## src/rtl/uart_rx_pkt_parser.sv

```systemverilog
// Frame parser behind a UART receiver: hunts SYNC, takes LEN, buffers the payload,
// verifies a zero-sum checksum and replays the payload as a valid/ready byte stream.
module uart_rx_pkt_parser #(
    parameter logic [7:0] SYNC_BYTE    = 8'hA5,
    parameter int         MAX_LEN      = 16,
    parameter int         TIMEOUT_CLKS = 416_667
) (
    input  logic       clk,
    input  logic       nrst,
    input  logic [7:0] rx_data,
    input  logic       rx_done,
    input  logic       rx_err,
    output logic [7:0] out_data,
    output logic       out_valid,
    output logic       out_last,
    input  logic       out_ready,
    output logic       pkt_ok,
    output logic       chk_err,
    output logic       frame_err,
    output logic       tmo_err,
    output logic       ovr_err
);

    localparam int AW = (MAX_LEN > 1) ? $clog2(MAX_LEN) : 1;
    localparam int TW = $clog2(TIMEOUT_CLKS);
    localparam logic [7:0]    MAX_LEN_B = 8'(MAX_LEN);
    localparam logic [TW-1:0] TMO_LAST  = TW'(TIMEOUT_CLKS - 1);

    localparam logic [2:0] ST_HUNT    = 3'd0;
    localparam logic [2:0] ST_LEN     = 3'd1;
    localparam logic [2:0] ST_PAYLOAD = 3'd2;
    localparam logic [2:0] ST_CHK     = 3'd3;
    localparam logic [2:0] ST_DRAIN   = 3'd4;

    logic [2:0]    state_q, state_d;
    logic [7:0]    len_q, len_d;
    logic [7:0]    sum_q, sum_d;
    logic [7:0]    wptr_q, wptr_d;
    logic [7:0]    rptr_q, rptr_d;
    logic [TW-1:0] tmo_q, tmo_d;
    logic          out_valid_q, out_valid_d;
    logic          pkt_ok_q, pkt_ok_d;
    logic          chk_err_q, chk_err_d;
    logic          frame_err_q, frame_err_d;
    logic          tmo_err_q, tmo_err_d;
    logic          ovr_err_q, ovr_err_d;
    logic          wr_en;

    logic [7:0] mem_q [MAX_LEN];
    logic [7:0] rd_data_q;

    // rx_err takes priority over a coincident rx_done everywhere
    logic byte_ok;
    logic tmo_hit;
    assign byte_ok = rx_done && !rx_err;
    assign tmo_hit = (tmo_q == TMO_LAST);

    always_comb begin
        state_d     = state_q;
        len_d       = len_q;
        sum_d       = sum_q;
        wptr_d      = wptr_q;
        rptr_d      = rptr_q;
        tmo_d       = '0;
        out_valid_d = out_valid_q;
        pkt_ok_d    = 1'b0;
        chk_err_d   = 1'b0;
        frame_err_d = 1'b0;
        tmo_err_d   = 1'b0;
        ovr_err_d   = 1'b0;
        wr_en       = 1'b0;

        case (state_q)
            ST_HUNT: begin
                if (byte_ok && rx_data == SYNC_BYTE) begin
                    state_d = ST_LEN;
                end
            end
            ST_LEN: begin
                if (rx_err) begin
                    frame_err_d = 1'b1;
                    state_d     = ST_HUNT;
                end else if (rx_done) begin
                    if (rx_data != 8'd0 && rx_data <= MAX_LEN_B) begin
                        len_d   = rx_data;
                        sum_d   = rx_data;
                        wptr_d  = 8'd0;
                        state_d = ST_PAYLOAD;
                    end else begin
                        frame_err_d = 1'b1;
                        state_d     = ST_HUNT;
                    end
                end else if (tmo_hit) begin
                    tmo_err_d = 1'b1;
                    state_d   = ST_HUNT;
                end else begin
                    tmo_d = tmo_q + TW'(1);
                end
            end
            ST_PAYLOAD: begin
                if (rx_err) begin
                    frame_err_d = 1'b1;
                    state_d     = ST_HUNT;
                end else if (rx_done) begin
                    wr_en  = 1'b1;
                    wptr_d = wptr_q + 8'd1;
                    sum_d  = sum_q + rx_data;
                    if (wptr_q + 8'd1 == len_q) begin
                        state_d = ST_CHK;
                    end
                end else if (tmo_hit) begin
                    tmo_err_d = 1'b1;
                    state_d   = ST_HUNT;
                end else begin
                    tmo_d = tmo_q + TW'(1);
                end
            end
            ST_CHK: begin
                if (rx_err) begin
                    frame_err_d = 1'b1;
                    state_d     = ST_HUNT;
                end else if (rx_done) begin
                    if (sum_q + rx_data == 8'd0) begin
                        pkt_ok_d    = 1'b1;
                        rptr_d      = 8'd0;
                        out_valid_d = 1'b1;
                        state_d     = ST_DRAIN;
                    end else begin
                        chk_err_d = 1'b1;
                        state_d   = ST_HUNT;
                    end
                end else if (tmo_hit) begin
                    tmo_err_d = 1'b1;
                    state_d   = ST_HUNT;
                end else begin
                    tmo_d = tmo_q + TW'(1);
                end
            end
            ST_DRAIN: begin
                if (byte_ok) begin
                    ovr_err_d = 1'b1;
                end
                if (out_valid_q && out_ready) begin
                    if (rptr_q == len_q - 8'd1) begin
                        out_valid_d = 1'b0;
                        state_d     = ST_HUNT;
                    end else begin
                        rptr_d = rptr_q + 8'd1;
                    end
                end
            end
            default: begin
                out_valid_d = 1'b0;
                state_d     = ST_HUNT;
            end
        endcase
    end

    always_ff @(posedge clk or negedge nrst) begin
        if (!nrst) begin
            state_q     <= ST_HUNT;
            len_q       <= 8'd0;
            sum_q       <= 8'd0;
            wptr_q      <= 8'd0;
            rptr_q      <= 8'd0;
            tmo_q       <= '0;
            out_valid_q <= 1'b0;
            pkt_ok_q    <= 1'b0;
            chk_err_q   <= 1'b0;
            frame_err_q <= 1'b0;
            tmo_err_q   <= 1'b0;
            ovr_err_q   <= 1'b0;
        end else begin
            state_q     <= state_d;
            len_q       <= len_d;
            sum_q       <= sum_d;
            wptr_q      <= wptr_d;
            rptr_q      <= rptr_d;
            tmo_q       <= tmo_d;
            out_valid_q <= out_valid_d;
            pkt_ok_q    <= pkt_ok_d;
            chk_err_q   <= chk_err_d;
            frame_err_q <= frame_err_d;
            tmo_err_q   <= tmo_err_d;
            ovr_err_q   <= ovr_err_d;
        end
    end

    // Read address follows the next read pointer so the registered read is ready with out_valid
    always_ff @(posedge clk) begin
        if (wr_en) begin
            mem_q[wptr_q[AW-1:0]] <= rx_data;
        end
        rd_data_q <= mem_q[rptr_d[AW-1:0]];
    end

    assign out_data  = out_valid_q ? rd_data_q : 8'h00;
    assign out_valid = out_valid_q;
    assign out_last  = out_valid_q && (rptr_q == len_q - 8'd1);
    assign pkt_ok    = pkt_ok_q;
    assign chk_err   = chk_err_q;
    assign frame_err = frame_err_q;
    assign tmo_err   = tmo_err_q;
    assign ovr_err   = ovr_err_q;

endmodule
```

## config.mk

```make
export PLATFORM = sky130hd
export DESIGN_NAME = uart_rx_pkt_parser
export DESIGN_NICKNAME = d
export VERILOG_FILES = /design/src/rtl/uart_rx_pkt_parser.sv
export SDC_FILE = /design/constraint.sdc
export NUM_CORES = 1
export LEC_CHECK = 0
export CAP_MARGIN = 20
export CELL_PAD_IN_SITES_DETAIL_PLACEMENT = 1
export CELL_PAD_IN_SITES_GLOBAL_PLACEMENT = 1
export CORE_MARGIN = 2
export CORE_UTILIZATION = 45
export DETAILED_ROUTE_END_ITERATION = 8
export GPL_ROUTABILITY_DRIVEN = 0
export HOLD_SLACK_MARGIN = 0.06
export PLACE_DENSITY = 0.83
export SLEW_MARGIN = 20
export SYNTH_ARGS = -nofsm -noshare
export SYNTH_HDL_FRONTEND = slang
export SYNTH_SLANG_ARGS = --single-unit
```

## constraint.sdc

```tcl
create_clock -name clk -period 5.2 [get_ports clk]
set_clock_uncertainty 0.05 [all_clocks]
set_input_delay 0.78 -clock clk [delete_from_list [all_inputs] [get_ports clk]]
set_output_delay 0.78 -clock clk [all_outputs]
set_load 0.1 [all_outputs]
```

==> results.toml, run 1 <==
[run_status]
status = "completed"

[cells_and_area]
multiInputGateArea_um2 = 3612
n_fill_cell = 2136
num-nets-final = 864
final_common_cell = "edfxtp_1"
antenna_cells = 0
seq_area_um2 = 5505
final_design_area_no_fill_um2 = 10500
final_cell_mix = "edfxtp_1 (128), nand2_1 (70), nor2_1 (67)"
syn2layout_area_growth_pct = 11.70
post_route_cells_drive_above_1_share_pct = 11.91

[cts]
cts_tree = "yes"
h-tree-depth = 4
cts-root-buf = "clkbuf_16"
cts_buffer_depth = 2
cts_num_sinks = 196
cts_buffers = 17
clk_pin_slew_worst_paths_ps = 70
postCtsSetupRepairBufs = 0
clk_latency_ps = 440
ctsResizeCount = 0
holdBufCountCts = 0

[floorplan]
die_area_um2 = 22060
coreArea_um2 = 20360
die_h_um = 148.5
ios = 28
die_w_um = 148.5
rows = 52
start_util_pct = 46.15

[yosys]
synth-adder-area-share_pct = 2.210
yosys_register_bits = 196
synth_edf_count = 128
synth_compound_area_share_pct = 10.28
synth_mux_area_share_pct = 2.410
syn-num-nets = 834
synth_seq_area_share_pct = 58.58
synth_top_family_by_area = "simple AND/OR/NAND/NOR gates"
synth_top_area_share_pct = 40.90
async_flop_share_pct = 30.61
synth.distinct_cells = 78
synthSimpleGateAreaFrac_pct = 18.93
synth.avg_cell_area_um2 = 11.67
synth_area_um2 = 9398
ys.flop_type = "edfxtp_1"
synthXorXnorAreaFrac_pct = 4.473
synth_warnings = 0
postSynthCellCount = 805
synth_area_leaders = "edfxtp_1 (41%), dfrtp_1 (16%), nand4_1 (3.2%)"
synth_top_area_cell = "edfxtp_1"

[worst_setup_path]
slowest_stage = "clkdlybuf4s50_1"
r2r_start = "sum_q[0]"
critPathKind = "primary input to flop"
crit_start = "rx_data[1]"
cp-start-kind = "primary input"
path_delay_family = "compound AO/OA/AOI/OAI gates"
crit_buf_inv = 2
path_common_cell = "a211oi_1"
r2r_setup_slack_ps = 1270
cp_max_fo = 9
path_cells = "clkdlybuf4s50_1 -> fa_1 -> a211oi_1 -> or4_1 -> nand4_1 -> nor4_4 -> buf_4 -> a211o_1 -> a21boi_0 -> a211oi_1 -> o211ai_1 -> and3b_1"
max_stage_delay_ps = 590
cp-end-kind = "flop"
arrival_ps = 4630
required_ps = 5480

[power]
p_seq_share_pct = 54.1
comb_power_share_pct = 6.2
internal_power_w = 0.002367
switchingPower_w = 0.0007602
power_leakage_nw = 3.906
clkPwrFrac_pct = 39.8
p_per_area_nw_per_um2 = 297.9
peakVddDrop_mv = 0.2433
p_sw_share_pct = 24.31

[min_path]
hp-class = "primary input to asynchronous set/reset pin"

[timing]
finalSetupViolCount = 0
grt_setup_unrepaired = "no"
fin_crit_sh_pct = 83.52
fin_crit_ps = 4343
fin_setup_tns_ps = 0
slew_headroom_pct = 28.52
hold_viol_final = 0
fmax_mhz = 230.3
finalMaxSlewViolations = 0
tightest_slew_ps = 1068

[routing]
drt_iter0_markers = 624
wl_per_cell_um = 23.71
vias_per_cell = 6.114
vias = 6835
wirelength_um = 26500
drc = 0
drt.antenna.violating_nets = 0
dr.pass1.iters = 8

[global_routing]
grt_max_degree = 44
grt_usage_pct = 24.85
grt_pass1_wl_um = 41570
overflow = 0
antenna_found_initial = 0
grt_pass1_vias = 7243

[placed_design]
dpl.hpwl_um = 17600
portBuffers = 27
post_dp_cell_area_um2 = 9931

[run]
cap_violations = 0
-- registers in the layout, indices dropped and copies added (netlist names) --
register,count
out_valid,1
chk_err,1
sum_q,8
state_q,3
frame_err,1
pkt_ok,1
ovr_err,1
len_q,8
tmo_q,19
wptr_q,8
tmo_err,1
mem_q,128
rptr_q,8
rd_data_q,8
-- worst register-to-register path: cells and delay by family, from the launching register on --
kind / cells / cell delay [ps]
flops: 1 / 400
buf+inv: 1 / 250
simple gates: 4 / 1090
fa+ha+maj: 2 / 640
compound gates: 5 / 1370
-- synth_stat cells (all sizes together) (2+ instances only) --
library cell and number:
a211oi 7, a21boi 4, a21o 2, a21oi 19
a22o 2, a31oi 3, a32o 14, and2 17
and3 6, and3b 3, buf 22, clkbuf 16
dfrtp 60, dfxtp 8, edfxtp 128, ha 15
inv 16, mux2 5, mux2i 17, nand2 70
nand2b 4, nand3 54, nand4 48, nand4b 2
nor2 70, nor2b 2, nor3 26, nor4 4
nor4b 3, o2111ai 3, o211ai 6, o21a 3
o21ai 59, o31ai 6, or2 3, or3 8
or4 6, xnor2 28, xor2 20
-- metal layers --
metal	track usage [%]	wire [µm]	vias to the layer above
met5	0	0	-
met4	7.905	626	0
met3	4.202	1250	47
met2	43.33	13550	200
met1	31.72	11070	3528
li1	-	-	3060
-- per-stage QoR --
stage / cells / util [%] / hold slack, ps / total power (W) / setup WS, ps
floorplan: 805 / - / 392.8 / 0.001833 / 1380
global placement: 1085 / 48.77 / 416.7 / 0.001907 / 689.5
detailed placement: 1085 / 48.77 / 424.9 / 0.001915 / 499.5
CTS: 1117 / 51.45 / 274.2 / 0.003141 / 880.0
global route: 1118 / 51.55 / 291.8 / 0.003202 / 628.3
finish: 1118 / 51.55 / 265.8 / 0.003127 / 857.0
-- power by group through the flow --
stage                     Sequential [W]  Clock, W  Combinational, W
after global placement           0.00172         0          0.000184
after global routing             0.00169   0.00130          0.000210
after CTS                        0.00169   0.00126          0.000194
final                            0.00169   0.00124          0.000194
after detailed placement         0.00172         0          0.000192
after floorplan                  0.00172         0          0.000109
-- logic make-up (layout without fill, tap and decap cells) --
family,after synthesis,count (layout)
simple gates,331,331
fa+ha+maj,16,16
compound gates,138,138
mux,22,22
flops,196,196
xor+xnor,48,48
buf+inv,54,97
-- final timing paths --
kind,end,depth (start not counted)
worst max-delay path,rd_data_q[3],12
worst min-delay path,tmo_q[2],1
worst max register to register,rd_data_q[3],12
worst min register to register,sum_q[6],2
max in group asynchronous,rptr_q[7],2
min in group clk,sum_q[6],2
-- layout make-up --
class,count,share of cell area (%)
multi-input cells,555,34.41
inverters,16,0.6436
clock buffers,17,4.052
flip-flops and latches,196,52.44
repair buffers,49,4.076
well taps,270,3.218
clock inverters,15,1.156
Note: power is estimated with default switching activity, not from simulation.
==> inputs of run 2 (changes only) <==
==> constraint.sdc (replaced) <==
create_clock -name clk -period 4.1 [get_ports clk]
set_clock_uncertainty 0.05 [all_clocks]
set_input_delay 0.615 -clock clk [delete_from_list [all_inputs] [get_ports clk]]
set_output_delay 0.615 -clock clk [all_outputs]
set_load 0.1 [all_outputs]
==> results.toml, run 2 (same netlist as run 1, synthesis figures left out) <==
[worst_setup_path]
cp_max_fo = 7
path_common_cell = "buf_4"
crit_buf_inv = 5
path_delay_family = "buffers and inverters"
path_cells = "clkdlybuf4s50_1 -> ha_1 -> fa_1 -> a211oi_1 -> buf_4 -> or4_1 -> nand4_1 -> o41ai_1 -> buf_4 -> a21oi_2 -> buf_4 -> nor2_8 -> inv_2 -> and2_1 -> a32o_1 -> nor3_2"
arrival_ps = 4160
cp.depth = 16
cp-end-kind = "flop"
slowest_stage = "clkdlybuf4s50_1"
required_ps = 4420
max_stage_delay_ps = 430
cp-start-kind = "primary input"
rr_worst_depth = 9
critPathKind = "primary input to flop"

[cells_and_area]
antenna_cells = 0
syn2layout_area_growth_pct = 17.11
final_cell_mix = "edfxtp_1 (128), nand2_1 (70), nor2_1 (68)"
post_route_cells_drive_above_1_share_pct = 16.31
seq_area_um2 = 5505
num-nets-final = 911
n_fill_cell = 2118
final_design_area_no_fill_um2 = 11010
largest_register_ffs = 128
multiInputGateArea_um2 = 3608
final_common_cell = "edfxtp_1"

[power]
p_sw_share_pct = 26.10
comb_power_share_pct = 6.4
switchingPower_w = 0.001083
internal_power_w = 0.003065
clkPwrFrac_pct = 41.9
peakVddDrop_mv = 0.3367
power_leakage_nw = 4.193
p_per_area_nw_per_um2 = 376.9
p_seq_share_pct = 51.7

[routing]
drc = 0
wl_per_cell_um = 23.83
vias_per_cell = 6.141
dr.pass1.iters = 5
drt.antenna.violating_nets = 0
wirelength_um = 27760
vias = 7154
drt_iter0_markers = 501

[timing]
fin_crit_ps = 3839
fmax_mhz = 260.5
fin_crit_sh_pct = 93.64
finalSetupViolCount = 0
hold_viol_final = 0
finalMaxSlewViolations = 0
setup_ws_ps = 260.7
tightest_slew_ps = 1004
fin_setup_tns_ps = 0
slew_headroom_pct = 33.07
grt_setup_unrepaired = "no"

[global_routing]
grt_pass1_vias = 7620
grt_usage_pct = 26.22
grt_pass1_wl_um = 43260
grtUsageMet1_pct = 33.04
grt.busiest_layer = "met2"
overflow = 0
grt_max_degree = 34
grt_util_met3_pct = 5.153
antenna_found_initial = 0
grtUsageMet2_pct = 44.91

[cts]
cts_buffer_depth = 2
cts_num_sinks = 196
h-tree-depth = 4
cts_buffers = 17
ctsResizeCount = 0
holdBufCountCts = 0
clk_pin_slew_worst_paths_ps = 80
cts-root-buf = "clkbuf_16"
clk_latency_ps = 450
postCtsSetupRepairBufs = 0
cts_tree = "yes"

[floorplan]
ios = 28
die_w_um = 148.5
coreArea_um2 = 20360
rows = 52
die_h_um = 148.5
start_util_pct = 46.15
die_area_um2 = 22060

[placed_design]
portBuffers = 27
place_ws_ps = -190.1
dpl.hpwl_um = 18520
post_dp_cell_area_um2 = 10390

[run]
cap_violations = 0

[run_status]
status = "completed"

[min_path]
hp-class = "primary input to asynchronous set/reset pin"
==> run 2: changes by cell type in the layout (fill, tap and decap cells not counted), moves of 2 or more <==
cell / previous run / this run
buf_4: 23 / 63
clkinv_2: 3 / 0
inv_12: 0 / 2
nor3_1: 15 / 17
clkinv_4: 4 / 1
buf_12: 0 / 7
clkinv_8: 0 / 5
nor3_2: 11 / 9
==> run 2: metal layers <==
metal  vias to the layer above  wire length (µm)  part of all wire [%]
li1                       3163                 -                     -
met1                      3698             11390                    41
met2                       248             14010                    50
met3                        45              1689                   6.1
met4                         0               672                   2.4
met5                         -                 0                     0
==> run 2: path summary, 6_finish.rpt <==
check	to	slack, ps	startpoint
worst max register to register	rd_data_q[1]	350	len_q[2]
worst min register to register	tmo_q[0]	440	tmo_q[0]
worst max-delay path	rd_data_q[1]	260	rx_data[0]
min in group clk	tmo_q[0]	440	tmo_q[0]
worst min-delay path	tmo_q[9]	200	nrst
max in group asynchronous	wptr_q[0]	2900	nrst
==> run 2: metrics by stage <==
step,util [%],cells,power [W],hold WS [ps]
3_5_place_dp,51.01,1133,0.002447,428.5
5_1_grt,54.04,1165,0.004249,245.1
3_3_place_gp,50.96,1133,0.002435,415.6
4_1_cts,54.04,1165,0.004166,213.2
2_1_floorplan,-,805,0.002325,269.4
6_report,54.04,1165,0.004148,203.9
==> run 2: power by group through the flow <==
| stage | clock network (W) | logic (W) | registers [W] |
|---|---|---|---|
| 3_5_place_dp | 0 | 0.000261 | 0.00219 |
| 4_1_cts | 0.00176 | 0.000266 | 0.00214 |
| 5_1_grt | 0.00181 | 0.000289 | 0.00215 |
| 6_report | 0.00174 | 0.000266 | 0.00214 |
| 2_1_floorplan | 0 | 0.000138 | 0.00219 |
| 3_3_place_gp | 0 | 0.000251 | 0.00218 |
==> run 2: cell type report <==
type / count / share of cell area (%)
Clock buffer: 17 / 3.865
Clock inverter: 15 / 1.751
Inverter: 16 / 0.6139
Multi-Input combinational cell: 555 / 32.79
Sequential cell: 196 / 50.02
Tap cell: 270 / 3.070
Timing Repair Buffer: 96 / 7.890
